**src/rtl/score_accumulator_pkg.sv**
```systemverilog
// Shared definitions for the score accumulator slice.
//   MAX_NUM         : codebase-wide score/count datapath width
//   ST_*  / state_e : accumulator FSM state encoding
//   MOD_*           : game mode codes latched on start
package score_accumulator_pkg;

    localparam int unsigned MAX_NUM = 32;

    localparam logic [2:0] ST_IDLE = 3'd0;
    localparam logic [2:0] ST_RUN  = 3'd1;
    localparam logic [2:0] ST_WAIT = 3'd2;
    localparam logic [2:0] ST_ACC  = 3'd3;
    localparam logic [2:0] ST_DONE = 3'd4;

    typedef enum logic [2:0] {
        StIdle = ST_IDLE,
        StRun  = ST_RUN,
        StWait = ST_WAIT,
        StAcc  = ST_ACC,
        StDone = ST_DONE
    } state_e;

    localparam logic [1:0] MOD_NORMAL = 2'b00;
    localparam logic [1:0] MOD_NOFAIL = 2'b01;
    localparam logic [1:0] MOD_HALF   = 2'b10;
    localparam logic [1:0] MOD_DOUBLE = 2'b11;

endpackage

```
**src/rtl/score_accumulator_sat_add.sv**
```systemverilog
// Three-operand W-bit saturating adder.
//   a, b, c : W-bit unsigned operands
//   sum     : a+b+c, clamped to all-ones when the true sum exceeds W bits
// The sum is formed at W+2 bits so two carries can never be lost.
module sat_add
    import score_accumulator_pkg::*;
#(
    parameter int unsigned W = MAX_NUM
) (
    input  logic [W-1:0] a,
    input  logic [W-1:0] b,
    input  logic [W-1:0] c,
    output logic [W-1:0] sum
);

    logic [W+1:0] full;

    always_comb begin
        full = {2'b00, a} + {2'b00, b} + {2'b00, c};
        sum  = (|full[W+1:W]) ? '1 : full[W-1:0];
    end

endmodule

```
**src/rtl/score_accumulator.sv**
```systemverilog
// Per-song score bookkeeping behind the per-note scoring stage.
// After each accepted note it waits LAT cycles for the scoring stage, captures
// base/bonus/combo, and updates the running totals fed back to that stage.
// Optional build macro: SCORE_ACC_FAIL_EN (miss-limit song failure).
// Ports:
//   clk, rst_n       : clock, synchronous active-low reset
//   start            : begin a new song (clears totals, latches total_note/mod)
//   total_note, mod  : notes in song and game mode, sampled on start
//   hit_valid        : note presented to the scoring stage; hit_ready accepts it
//   base_score, bonus_score, combo : scoring stage results, valid LAT cycles later
//   last_combo, last_base_score, now_cnt : feedback to the scoring stage
//   total_score, max_combo : song totals
//   song_done, failed : song finished / finished by the fail rule
module score_accumulator
    import score_accumulator_pkg::*;
#(
    parameter int unsigned W          = MAX_NUM,
    parameter int unsigned LAT        = 3,
    parameter int unsigned MISS_LIMIT = 8
) (
    input  logic         clk,
    input  logic         rst_n,
    input  logic         start,
    input  logic [W-1:0] total_note,
    input  logic [1:0]   mod,
    input  logic         hit_valid,
    output logic         hit_ready,
    input  logic [W-1:0] base_score,
    input  logic [W-1:0] bonus_score,
    input  logic [W-1:0] combo,
    output logic [W-1:0] last_combo,
    output logic [W-1:0] last_base_score,
    output logic [W-1:0] now_cnt,
    output logic [W-1:0] total_score,
    output logic [W-1:0] max_combo,
    output logic         song_done,
    output logic         failed
);

    localparam int unsigned CntW = (LAT > 1) ? $clog2(LAT) : 1;
    localparam logic [CntW-1:0] LatInit = CntW'(LAT - 1);

    state_e          state_q, state_d;
    logic [CntW-1:0] lat_cnt_q, lat_cnt_d;
    logic [W-1:0]    total_note_q, total_note_d;
    logic [1:0]      mod_q, mod_d;
    logic [W-1:0]    now_cnt_q, now_cnt_d;
    logic [W-1:0]    last_combo_q, last_combo_d;
    logic [W-1:0]    last_base_q, last_base_d;
    logic [W-1:0]    total_q, total_d;
    logic [W-1:0]    max_combo_q, max_combo_d;

    logic [W-1:0]    base_sum, total_sum, now_inc;
    logic            fail_hit;

`ifdef SCORE_ACC_FAIL_EN
    logic [W-1:0]    miss_cnt_q, miss_cnt_d;
    logic            failed_q, failed_d;
`endif

    sat_add #(
        .W (W)
    ) u_sat_base (
        .a   (last_base_q),
        .b   (base_score),
        .c   ('0),
        .sum (base_sum)
    );

    sat_add #(
        .W (W)
    ) u_sat_total (
        .a   (total_q),
        .b   (base_score),
        .c   (bonus_score),
        .sum (total_sum)
    );

    assign now_inc = now_cnt_q + W'(1);

    always_comb begin
        state_d      = state_q;
        lat_cnt_d    = lat_cnt_q;
        total_note_d = total_note_q;
        mod_d        = mod_q;
        now_cnt_d    = now_cnt_q;
        last_combo_d = last_combo_q;
        last_base_d  = last_base_q;
        total_d      = total_q;
        max_combo_d  = max_combo_q;
        fail_hit     = 1'b0;
`ifdef SCORE_ACC_FAIL_EN
        miss_cnt_d   = miss_cnt_q;
        failed_d     = failed_q;
`endif

        if (start) begin
            // start overrides every state; a same-cycle hit_valid is dropped
            state_d      = (total_note == '0) ? StDone : StRun;
            lat_cnt_d    = '0;
            total_note_d = total_note;
            mod_d        = mod;
            now_cnt_d    = '0;
            last_combo_d = '0;
            last_base_d  = '0;
            total_d      = '0;
            max_combo_d  = '0;
`ifdef SCORE_ACC_FAIL_EN
            miss_cnt_d   = '0;
            failed_d     = 1'b0;
`endif
        end else begin
            unique case (state_q)
                StRun: begin
                    if (hit_valid) begin
                        state_d   = StWait;
                        lat_cnt_d = LatInit;
                    end
                end
                StWait: begin
                    if (lat_cnt_q == '0) begin
                        state_d = StAcc;
                    end else begin
                        lat_cnt_d = lat_cnt_q - CntW'(1);
                    end
                end
                StAcc: begin
                    last_combo_d = combo;
                    max_combo_d  = (combo > max_combo_q) ? combo : max_combo_q;
                    last_base_d  = base_sum;
                    total_d      = total_sum;
                    now_cnt_d    = now_inc;
`ifdef SCORE_ACC_FAIL_EN
                    miss_cnt_d = ((base_score == '0) && (combo == '0)) ?
                                 miss_cnt_q + W'(1) : '0;
                    fail_hit   = (mod_q != MOD_NOFAIL) && (miss_cnt_d >= W'(MISS_LIMIT));
                    failed_d   = fail_hit;
`endif
                    state_d = (fail_hit || (now_inc == total_note_q)) ? StDone : StRun;
                end
                StIdle, StDone: begin
                    state_d = state_q;
                end
                default: begin
                    state_d = StIdle;
                end
            endcase
        end
    end

    always_ff @(posedge clk) begin
        if (!rst_n) begin
            state_q      <= StIdle;
            lat_cnt_q    <= '0;
            total_note_q <= '0;
            mod_q        <= MOD_NORMAL;
            now_cnt_q    <= '0;
            last_combo_q <= '0;
            last_base_q  <= '0;
            total_q      <= '0;
            max_combo_q  <= '0;
`ifdef SCORE_ACC_FAIL_EN
            miss_cnt_q   <= '0;
            failed_q     <= 1'b0;
`endif
        end else begin
            state_q      <= state_d;
            lat_cnt_q    <= lat_cnt_d;
            total_note_q <= total_note_d;
            mod_q        <= mod_d;
            now_cnt_q    <= now_cnt_d;
            last_combo_q <= last_combo_d;
            last_base_q  <= last_base_d;
            total_q      <= total_d;
            max_combo_q  <= max_combo_d;
`ifdef SCORE_ACC_FAIL_EN
            miss_cnt_q   <= miss_cnt_d;
            failed_q     <= failed_d;
`endif
        end
    end

    assign hit_ready       = (state_q == StRun);
    assign song_done       = (state_q == StDone);
    assign last_combo      = last_combo_q;
    assign last_base_score = last_base_q;
    assign now_cnt         = now_cnt_q;
    assign total_score     = total_q;
    assign max_combo       = max_combo_q;

`ifdef SCORE_ACC_FAIL_EN
    assign failed = failed_q;
`else
    // Mode and miss limit only matter to the fail rule.
    logic        unused_mod;
    logic [31:0] unused_miss_limit;
    assign failed            = 1'b0;
    assign unused_mod        = ^mod_q;
    assign unused_miss_limit = MISS_LIMIT;
`endif

endmodule
```
**config.mk**
```make
export PLATFORM = sky130hd
export DESIGN_NAME = score_accumulator
export DESIGN_NICKNAME = d
export VERILOG_FILES = /design/src/rtl/score_accumulator_pkg.sv /design/src/rtl/score_accumulator_sat_add.sv /design/src/rtl/score_accumulator.sv
export SDC_FILE = /design/constraint.sdc
export NUM_CORES = 1
export LEC_CHECK = 0
export ABC_AREA = 1
export ABC_CLOCK_PERIOD_IN_PS = 5200
export BUFFER_PORTS_ARGS = -buffer_cell sky130_fd_sc_hd__buf_4
export CORE_MARGIN = 5
export CORE_UTILIZATION = 57
export CTS_CLUSTER_DIAMETER = 80
export DETAILED_ROUTE_END_ITERATION = 7
export PLACE_DENSITY = 0.82
export SLEW_MARGIN = 20
export SYNTH_ARGS = -nofsm -noshare
export SYNTH_HDL_FRONTEND = slang
export SYNTH_SLANG_ARGS = --single-unit
```
**constraint.sdc**
```tcl
create_clock -name clk -period 5.2 [get_ports clk]
set_input_delay 0.26 -clock clk [delete_from_list [all_inputs] [get_ports clk]]
set_output_delay 0.26 -clock clk [all_outputs]
set_load 0.01 [all_outputs]
```
==> results_dict.tcl <==
set metrics [dict create \
    outcome "finished clean" \
    port_buffers 293 \
    drt_iter0_drc 1299 \
    clock_insertion_delay_worst_skew_ns 0.44 \
    via_count 16691 \
    cts_resized 0 \
    dpl.hpwl_mm 39.34 \
    initial_cell_density_of_the_core 0.5762 \
    cts_root_buf "sky130_fd_sc_hd__clkbuf_16" \
    post_cts_hold_buffer_count 0 \
    cts.htree.levels 4 \
    synthesis.area_mm2 0.01493 \
    worstReg2RegEnd "total_score[7]" \
    detail_route.vias_per_cell 5.706 \
    ys_types 52 \
    pwr_density_cell_mw_per_mm2 197.3 \
    tns_ns 0 \
    clock_path_buffers 2 \
    cp_num_buf_inv 4 \
    tritoncts_clock_tree "done" \
    remaining_drcs 0 \
    worst_ep_arrival_time_ns 4.96 \
    whs_path_depth 3 \
    gp_routability_congestion 0.9863 \
    floorplan.io_pins 297 \
    timing.clock.skew_ns 0.02494 \
    chipWidth_um 171.8 \
    grt_overflow 0 \
    dp_cells 2894 \
    hold_start "combo[13]" \
    path_class "flop to flop" \
    ant_nets 0 \
    most_common_cell_on_crit_path "sky130_fd_sc_hd__inv_1" \
    synth_warn 0 \
    drive_gt1_frac 0.1498 \
    synth_ff_type "sky130_fd_sc_hd__dfxtp_1" \
    grtUsageTotal 0.3247 \
    hold-path-endpoint "last_combo[13]" \
    leakage_uw 0.008447 \
    grt_first_pass_wirelength_mm 77.44 \
    postSynth.asyncResetShare 0 \
    path_cells "ha_1, inv_1, fa_1, o21ai_2, a21oi_4, inv_1, nand2_1, o211ai_1, a21oi_1, o21ai_0, a21oi_1, xnor2_1, ha_1, nand2_1, nor4_1, nand2_2, o21ai_2, inv_1, nand2_1, nand2_2, nor2_4, nand2_4, o21ai_0, inv_1" \
    timing.max_cap.violations 0 \
    rows 59 \
    critPathMaxFanout 28 \
    reg2reg_slack_ns 0.57 \
    n_fill_cell 2315 \
    power.ir.vdd_worst_mv 0.2410 \
    cell_count_final_fillers_out 2925 \
    syn-num-nets 2589 \
    crit_family "compound AO/OA/AOI/OAI gates" \
    postSynthCellCount 2322 \
    worstPathRequired_ns 5.53 \
    fp.coreArea_mm2 0.02591 \
    vias_in_the_first_global_route 15356 \
    critPathCaptureType "flop" \
    die_height_um 171.8 \
    cts_setup_buffers 0 \
    finalSetupViolCount 0 \
    cpPeakStageDelay_ns 0.41 \
    finalMaxSlewViolations 0 \
    critPathSlowestCell "sky130_fd_sc_hd__fa_1" \
    avgSynthCellArea_um2 6.430 \
    drt-wirelength-per-cell_um 17.13 \
    fmax_ghz 0.2158 \
    cts_made_buffers 17 \
    area.growth.synth_to_final_pct 20.23 \
    finalCriticalPeriod_ns 4.633 \
    timing_worst_slew_pin_value_ns 1.116 \
    fin_nets 2845 \
    fp.dieArea_mm2 0.02953 \
    hold_viol_final 0 \
    first_pass_iters 6 \
    r2r_start "total_score[0]" \
    yosys_register_bits 197 \
    grt_setup_unrepaired "no" \
    worst_setup_path_start_kind "flop" \
    number_of_antenna_violations_at_the_first_check_in_global_routing 0 \
    synth-seq-area-share 0.2642 \
    maximum_number_of_pins_on_one_net_before_global_route_repair 121 \
    cts.sinks 197 \
    rr_worst_depth 24 \
    totalWireLength_mm 50.10 \
    clock_transition_at_the_register_clock_pins_on_the_worst_setup_and_hold_paths_after_cts_ns 0.09 \
    antenna_cells 0 \
    worst_hold_path_type "input pin to flop" \
    relSlewSlack 0.2542 \
    synth_enable_flop_cells 0 \
    fin_crit_sh 0.8910 \
]
==> state kept, by name (all words and copies together) (netlist names) <==
| register | cells |
|---|---|
| lat_cnt_q | 2 |
| state_q | 3 |
| total_score | 32 |
| last_combo | 32 |
| max_combo | 32 |
| now_cnt | 32 |
| total_note_q | 32 |
| last_base_score | 32 |
==> report_power, final <==
group / switching, µW / leakage [µW] / internal, µW / total, µW
Sequential: 11.4 / 0.00159 / 1530 / 1540
Clock: 687 / 0.000286 / 687 / 1370
Combinational: 390 / 0.00657 / 239 / 629
==> Yosys cell counts, types with 18 or more instances <==
cell type | n | share of area
sky130_fd_sc_hd__a21oi_1 | 203 | 0.068
sky130_fd_sc_hd__a31oi_1 | 24 | 0.010
sky130_fd_sc_hd__clkbuf_1 | 52 | 0.013
sky130_fd_sc_hd__dfxtp_1 | 197 | 0.26
sky130_fd_sc_hd__ha_1 | 130 | 0.11
sky130_fd_sc_hd__inv_1 | 273 | 0.069
sky130_fd_sc_hd__nand2_1 | 395 | 0.099
sky130_fd_sc_hd__nand3_1 | 108 | 0.036
sky130_fd_sc_hd__nand4_1 | 18 | 0.0075
sky130_fd_sc_hd__nor2_1 | 434 | 0.11
sky130_fd_sc_hd__o21ai_0 | 239 | 0.080
sky130_fd_sc_hd__o21ai_2 | 24 | 0.014
sky130_fd_sc_hd__xnor2_1 | 36 | 0.021
sky130_fd_sc_hd__xor2_1 | 44 | 0.026
==> worst max-delay path by stage <==
stage                     slack, ns  cells past startpoint           start         endpoint
after floorplan                1.28                     25  total_score[0]  total_score[26]
after global placement         0.74                     25   base_score[0]   total_score[2]
after detailed placement       0.59                     20   base_score[4]   total_score[7]
after CTS                      0.62                     19  total_score[2]   total_score[7]
after global routing           0.16                     29  total_score[0]   total_score[4]
final                          0.57                     24  total_score[0]   total_score[7]
==> per-stage QoR <==
step                setup slack, ns  total power [µW]  hold slack (ns)  cell area, µm²    util
floorplan                     1.277              1965           0.3949           14930       -
global placement             0.7442              2174           0.4608           17360  0.6701
detailed placement           0.5875              2184           0.4646           17360  0.6701
CTS                          0.6175              3538          0.05209           17950  0.6927
global route                 0.1640              3678          0.06396           17950  0.6927
finish                       0.5667              3542          0.05963           17950  0.6927
==> worst min-delay path, cell delays in order <==
cell and delay [ns]:
sky130_fd_sc_hd__buf_4 0.09, sky130_fd_sc_hd__nor2_1 0.04, sky130_fd_sc_hd__nor2_1 0.08
==> per-layer routing <==
| layer | vias up | wire (µm) | GRT usage |
|---|---|---|---|
| li1 | 8195 | - | - |
| met1 | 7626 | 21470 | 0.4459 |
| met2 | 767 | 22600 | 0.5263 |
| met3 | 103 | 4493 | 0.05079 |
| met4 | 0 | 1532 | 0.1022 |
| met5 | - | 0 | 0 |
==> layout make-up <==
type / count / area [µm²] / share of cell area
multi-input cells: 1787 / 9703 / 0.5406
flip-flops and latches: 197 / 3944 / 0.2197
repair buffers: 300 / 2265 / 0.1262
inverters: 275 / 1033 / 0.05758
clock buffers: 17 / 425.4 / 0.02370
well taps: 335 / 419.2 / 0.02335
clock inverters: 14 / 160.2 / 0.008922
==> cell families after synthesis <==
group,after synthesis,share of synthesized area
simple gates,1024,0.2830
compound gates,547,0.2028
buf+inv,338,0.08674
flops,197,0.2642
fa+ha+maj,133,0.1130
xor+xnor,82,0.05003
other cells,1,0.0002512
==> cells in the final DEF, fill, tap and decap left out, types with 2 or more instances in the layout <==
| cell type | n |
|---|---|
| sky130_fd_sc_hd__a211oi_1 | 2 |
| sky130_fd_sc_hd__a21boi_0 | 2 |
| sky130_fd_sc_hd__a21o_1 | 9 |
| sky130_fd_sc_hd__a21oi_1 | 203 |
| sky130_fd_sc_hd__a221oi_1 | 3 |
| sky130_fd_sc_hd__a31oi_1 | 24 |
| sky130_fd_sc_hd__buf_4 | 299 |
| sky130_fd_sc_hd__clkbuf_16 | 17 |
| sky130_fd_sc_hd__clkinv_4 | 2 |
| sky130_fd_sc_hd__dfxtp_1 | 197 |
| sky130_fd_sc_hd__fa_1 | 3 |
| sky130_fd_sc_hd__ha_1 | 130 |
| sky130_fd_sc_hd__inv_1 | 272 |
| sky130_fd_sc_hd__inv_2 | 2 |
| sky130_fd_sc_hd__inv_6 | 5 |
| sky130_fd_sc_hd__inv_8 | 4 |
| sky130_fd_sc_hd__nand2_1 | 395 |
| sky130_fd_sc_hd__nand2_2 | 12 |
| sky130_fd_sc_hd__nand3_1 | 108 |
| sky130_fd_sc_hd__nand3b_1 | 9 |
| sky130_fd_sc_hd__nand4_1 | 18 |
| sky130_fd_sc_hd__nor2_1 | 433 |
| sky130_fd_sc_hd__nor2_2 | 2 |
| sky130_fd_sc_hd__nor2_4 | 7 |
| sky130_fd_sc_hd__nor3_1 | 16 |
| sky130_fd_sc_hd__nor4_1 | 16 |
| sky130_fd_sc_hd__o2111ai_1 | 2 |
| sky130_fd_sc_hd__o211a_1 | 2 |
| sky130_fd_sc_hd__o211ai_1 | 9 |
| sky130_fd_sc_hd__o21a_1 | 8 |
| sky130_fd_sc_hd__o21ai_0 | 239 |
| sky130_fd_sc_hd__o21ai_1 | 2 |
| sky130_fd_sc_hd__o21ai_2 | 24 |
| sky130_fd_sc_hd__o21bai_1 | 7 |
| sky130_fd_sc_hd__o221ai_1 | 4 |
| sky130_fd_sc_hd__or2_2 | 4 |
| sky130_fd_sc_hd__xnor2_1 | 36 |
| sky130_fd_sc_hd__xor2_1 | 44 |
Note: power is estimated with default switching activity, not from simulation.
